===== src/rtl/demux_dispatch_pkg.sv =====
// Shared constants, state encoding and round-robin lane search for demux_dispatch_ctrl.
package demux_dispatch_pkg;

  localparam int NUM_LANES = 4;
  localparam int SEL_W     = 2;
  localparam int CNT_MAX   = 255;

  typedef enum logic {
    EMPTY,
    HOLD
  } state_t;

  // First ready lane scanning ptr, ptr+1, ... (mod NUM_LANES); falls back to ptr.
  function automatic logic [SEL_W-1:0] rr_pick(input logic [SEL_W-1:0]     ptr,
                                                input logic [NUM_LANES-1:0] ready);
    logic             found;
    logic [SEL_W-1:0] idx;
    rr_pick = ptr;
    found   = 1'b0;
    for (int unsigned i = 0; i < NUM_LANES; i++) begin
      idx = ptr + SEL_W'(i);
      if (!found && ready[idx]) begin
        rr_pick = idx;
        found   = 1'b1;
      end
    end
  endfunction

endpackage


===== src/rtl/demux_dispatch_ctrl_demux_1x4.sv =====
// 1-to-4 demultiplexer: routes A onto Y[{S1,S0}], other outputs low.
module demux_1x4 (
  input  logic       A,
  input  logic       S1,
  input  logic       S0,
  output logic [3:0] Y
);

  always_comb begin
    Y = '0;
    Y[{S1, S0}] = A;
  end

endmodule


===== src/rtl/demux_dispatch_ctrl.sv =====
// One-entry buffered round-robin dispatcher onto four lanes sharing OUT_DATA.
// Optional per-lane saturating send counters on CNT: define DEMUX_DISPATCH_STATS_EN.
module demux_dispatch_ctrl
  import demux_dispatch_pkg::*;
#(
  parameter int WIDTH = 8
) (
  input  logic             CLK,
  input  logic             RST,
  input  logic             IN_VALID,
  output logic             IN_READY,
  input  logic [WIDTH-1:0] IN_DATA,
  output logic [WIDTH-1:0] OUT_DATA,
  output logic [3:0]       OUT_VALID,
  input  logic [3:0]       OUT_READY,
  output logic [1:0]       SEL
`ifdef DEMUX_DISPATCH_STATS_EN
  ,
  output logic [4*8-1:0]   CNT
`endif
);

  state_t           state, state_nxt;
  logic [SEL_W-1:0] ptr, sel, ptr_eff;
  logic [WIDTH-1:0] data;
  logic             hold, accept, send;

  assign hold   = (state == HOLD);
  assign send   = hold & OUT_READY[sel];
  assign accept = IN_VALID & IN_READY;
  // Search starts from the pointer as already advanced by a same-cycle send.
  assign ptr_eff = send ? sel + SEL_W'(1) : ptr;

  always_comb begin
    IN_READY = 1'b0;
    if (!RST) IN_READY = hold ? OUT_READY[sel] : 1'b1;
  end

  always_comb begin
    state_nxt = state;
    if (accept)    state_nxt = HOLD;
    else if (send) state_nxt = EMPTY;
  end

  always_ff @(posedge CLK or posedge RST) begin
    if (RST) state <= EMPTY;
    else     state <= state_nxt;
  end

  always_ff @(posedge CLK or posedge RST) begin
    if (RST) begin
      ptr  <= '0;
      sel  <= '0;
      data <= '0;
    end else begin
      if (send) ptr <= sel + SEL_W'(1);
      if (accept) begin
        sel  <= rr_pick(ptr_eff, OUT_READY);
        data <= IN_DATA;
      end
    end
  end

  assign SEL      = sel;
  assign OUT_DATA = data;

  demux_1x4 u_valid_demux (
    .A  (hold),
    .S1 (sel[1]),
    .S0 (sel[0]),
    .Y  (OUT_VALID)
  );

`ifdef DEMUX_DISPATCH_STATS_EN
  logic [NUM_LANES-1:0][7:0] cnt;

  always_ff @(posedge CLK or posedge RST) begin
    if (RST) begin
      cnt <= '0;
    end else begin
      for (int unsigned i = 0; i < NUM_LANES; i++) begin
        if (send && sel == SEL_W'(i) && cnt[i] != 8'(CNT_MAX))
          cnt[i] <= cnt[i] + 8'd1;
      end
    end
  end

  assign CNT = cnt;
`endif

endmodule


===== config.mk =====
export PLATFORM = sky130hd
export DESIGN_NAME = demux_dispatch_ctrl
export DESIGN_NICKNAME = d
export VERILOG_FILES = /design/src/rtl/demux_dispatch_pkg.sv /design/src/rtl/demux_dispatch_ctrl_demux_1x4.sv /design/src/rtl/demux_dispatch_ctrl.sv
export SDC_FILE = /design/constraint.sdc
export NUM_CORES = 1
export LEC_CHECK = 0
export CORE_MARGIN = 5
export CORE_UTILIZATION = 43
export CTS_BUF_LIST = sky130_fd_sc_hd__clkbuf_4 sky130_fd_sc_hd__clkbuf_8
export CTS_CLUSTER_SIZE = 40
export DETAILED_ROUTE_END_ITERATION = 10
export PLACE_DENSITY = 0.88
export SYNTH_ARGS = -nofsm -noshare
export SYNTH_HDL_FRONTEND = slang
export SYNTH_HIERARCHICAL = 1
export SYNTH_SLANG_ARGS = --single-unit

===== constraint.sdc =====
create_clock -name CLK -period 2.58 [get_ports CLK]
set_clock_uncertainty 0.15 [all_clocks]
set_input_delay 0.774 -clock CLK [delete_from_list [all_inputs] [get_ports CLK]]
set_output_delay 0.774 -clock CLK [all_outputs]
set_load 0.02 [all_outputs]

==> results of run 1 <==
[power breakdown]
part / switching (W) / internal, W
logic: 0.000391 / 0.000474
registers: 0.0000886 / 0.000297
clock network: 0.0000600 / 0.0000703
total: 0.000539 / 0.000841
[worst max path at each step]
stage | from | endpoint | slack (ns) | cells past startpoint
3_5_place_dp | OUT_READY[2] | IN_READY | -0.85 | 6
2_1_floorplan | OUT_READY[2] | IN_READY | 0.20 | 4
6_report | OUT_READY[1] | IN_READY | -0.00007 | 6
5_1_grt | OUT_READY[1] | IN_READY | -0.04 | 6
4_1_cts | OUT_READY[2] | IN_READY | -0.03 | 6
3_3_place_gp | OUT_READY[2] | IN_READY | -0.79 | 6
[worst max-delay path, cell delays in order]
cell and delay [ns]:
buf_6 0.09, mux2_4 0.28, nand2_2 0.06, o211ai_1 0.12, and2_1 0.20, buf_6 0.13
[cell families (layout without fill, tap and decap cells)]
kind of cell           Yosys count  count (layout)  synth area share
AO/OA/AOI/OAI                   12              12             0.153
buffers and inverters            4              56            0.0412
AND/OR/NAND/NOR                 20              20             0.158
multiplexers                    13              13             0.202
flip-flops                      13              13             0.446
[repair_timing]
item,in CTS,in global routing
buffers inserted,3,3
pin swaps,3,3
cloned,0,0
endpoints found under the setup margin,5,1
gates resized for setup,27,6
hold buffers,0,0
[state kept, by name, summed over array words and instances (netlist names)]
name / cells
OUT_DATA: 8
ptr: 2
hold: 1
SEL: 2
[layer usage]
| layer | track usage | vias up | share of wire |
|---|---|---|---|
| met2 | 0.311 | 30 | 0.51 |
| met3 | 0.0494 | 4 | 0.079 |
| met5 | 0 | - | 0 |
| li1 | - | 334 | - |
| met1 | 0.191 | 339 | 0.41 |
| met4 | 0.0538 | 0 | 0.0039 |
[stage by stage]
stage / setup WS [ns] / utilization / setup TNS [ns] / total power (W)
final: -0.0000655 / 0.786 / -0.0000655 / 0.00138
after global routing: -0.0381 / 0.786 / -0.0381 / 0.00148
after CTS: -0.0293 / 0.760 / -0.0293 / 0.00136
after detailed placement: -0.852 / 0.725 / -2.64 / 0.00118
after global placement: -0.792 / 0.725 / -1.96 / 0.00115
after floorplan: 0.199 / - / 0 / 0.000812
[layout make-up]
| cell class | instances | area (um^2) |
|---|---|---|
| Clock buffer | 4 | 30.0 |
| Timing Repair Buffer | 50 | 442 |
| Inverter | 2 | 7.51 |
| Sequential cell | 13 | 327 |
| Tap cell | 16 | 20.0 |
| Fill cell | 109 | 334 |
| Multi-Input combinational cell | 45 | 399 |
[cell usage after synthesis, types with 2 or more instances]
library cell	number	share of area
nand2_1	6	0.031
mux2_2	9	0.14
and3b_1	2	0.024
a221oi_1	2	0.024
buf_6	2	0.031
nor2_1	2	0.010
o21ai_0	2	0.014
nand2b_1	2	0.017
mux2i_1	2	0.027
inv_1	2	0.010
dfrtp_1	13	0.45
nand3_1	2	0.014
==> flow_metrics.py, run 1 <==
metrics = {
    "run_status": {
        "run_status": "finished, violations left",
        "violations": "negative setup slack",
    },
    "cells_and_area": {
        "layout-drive-gt1-share": 0.421,
        "fin_cells": 130,
        "num_antenna_cells": 0,
        "fin_area_um2": 1220,
        "most-common-layout-cells": "buf_4 (21), clkdlybuf4s50_1 (20), dfrtp_1 (12), mux2_2 (8), nand2_1 (5)",
        "final_nets": 130,
        "syn2layout_area_growth_pct": 67.9,
        "layout.cells.most_common": "buf_4",
    },
    "synthesis": {
        "ys_ff_latch": 13,
        "synth-edff-count": 0,
        "synthArstFlopShare": 1.00,
        "synth_warnings": 6,
        "synthesis.instances": 62,
        "syn-num-nets": 77,
        "synth_cell_types": 28,
        "synth_flop_cell": "dfrtp_1",
        "ys_seq_area_frac": 0.446,
        "avgSynthCellArea_um2": 11.8,
        "syn-cell-area_um2": 729,
    },
    "job": {
        "maxCapViolCount": 0,
    },
    "critical_path": {
        "critPathArrivalTime_ns": 1.66,
        "r2r-start": "SEL[1]",
        "start_kind": "input pin",
        "end_kind": "primary output",
        "crit_required_ns": 1.66,
        "reg2regPathDepth": 10,
        "r2r_end": "OUT_DATA[1]",
        "critPathMaxFanout": 2,
        "rrSetupSlack_ns": 0.17,
        "path_class": "input pin to primary output",
    },
    "timing": {
        "finalSetupViolations": 1,
        "fin_ws_ns": -0.0000655,
        "finalCriticalPeriod_ns": 2.58,
        "slew_viol_final": 0,
        "hold_viol": 0,
        "grt_setup_unrepaired": "true",
        "maxSlewHeadroom": 0.726,
        "worst_pin_slew_ns": 0.410,
        "fin_crit_sh": 1.00,
        "fmax_ghz": 0.388,
        "whs_ns": 0.364,
    },
    "die": {
        "initial_core_util": 0.468,
        "die_h_um": 51.2,
        "io_pins": 30,
        "row_count": 14,
        "die_area_um2": 2620,
        "die_w_um": 51.2,
        "core_area_um2": 1560,
    },
    "detailed_routing": {
        "drtPass1Iterations": 4,
        "viasPerCell": 5.44,
        "drc": 0,
        "antenna_left": 0,
        "avgRoutedWirePerCell_um": 15.7,
        "drt_iter0_markers": 9,
        "vias": 707,
        "drt_wl_total_mm": 2.04,
    },
    "place": {
        "numPortBuffers": 29,
        "routabilityCongestion": 0.839,
        "dp.cells": 120,
        "post_dp_cell_area_um2": 1130,
        "hpwl_mm": 1.49,
    },
    "clock_tree": {
        "cts_tree": "done",
        "clk_path_buf_depth": 2,
        "h-tree-depth": 1,
        "worst_skew_pair.late_latency_ns": 0.27,
        "clkTransAtPathRegs_ns": 0.08,
        "cts_root_buf": "clkbuf_4",
        "cts.sinks": 13,
        "cts_buffers": 3,
    },
    "global_routing": {
        "antenna_found_initial": 0,
        "overflow": 0,
        "grt_pass1_vias": 763,
        "grt_use_total": 0.171,
        "grt_first_pass_wirelength_mm": 3.34,
        "grt_max_degree": 15,
    },
    "power_and_ir_drop": {
        "p_leak_nw": 0.562,
        "vdd_ir_drop_max_v": 0.000770,
        "cellPowerDensity_nw_per_um2": 1130,
    },
    "hold_path": {
        "min_from": "OUT_DATA[0]",
        "min_to": "OUT_DATA[0]",
        "hold_depth": 1,
        "worstHoldPathType": "flop to flop",
    },
}
(Power assumes the default switching activity.)
==> run 2, diff against run 1 <==
- CAP_MARGIN: unset -> 30
==> results of run 2 <==
Final layout, timing and power as in run 1 (identical DEF).
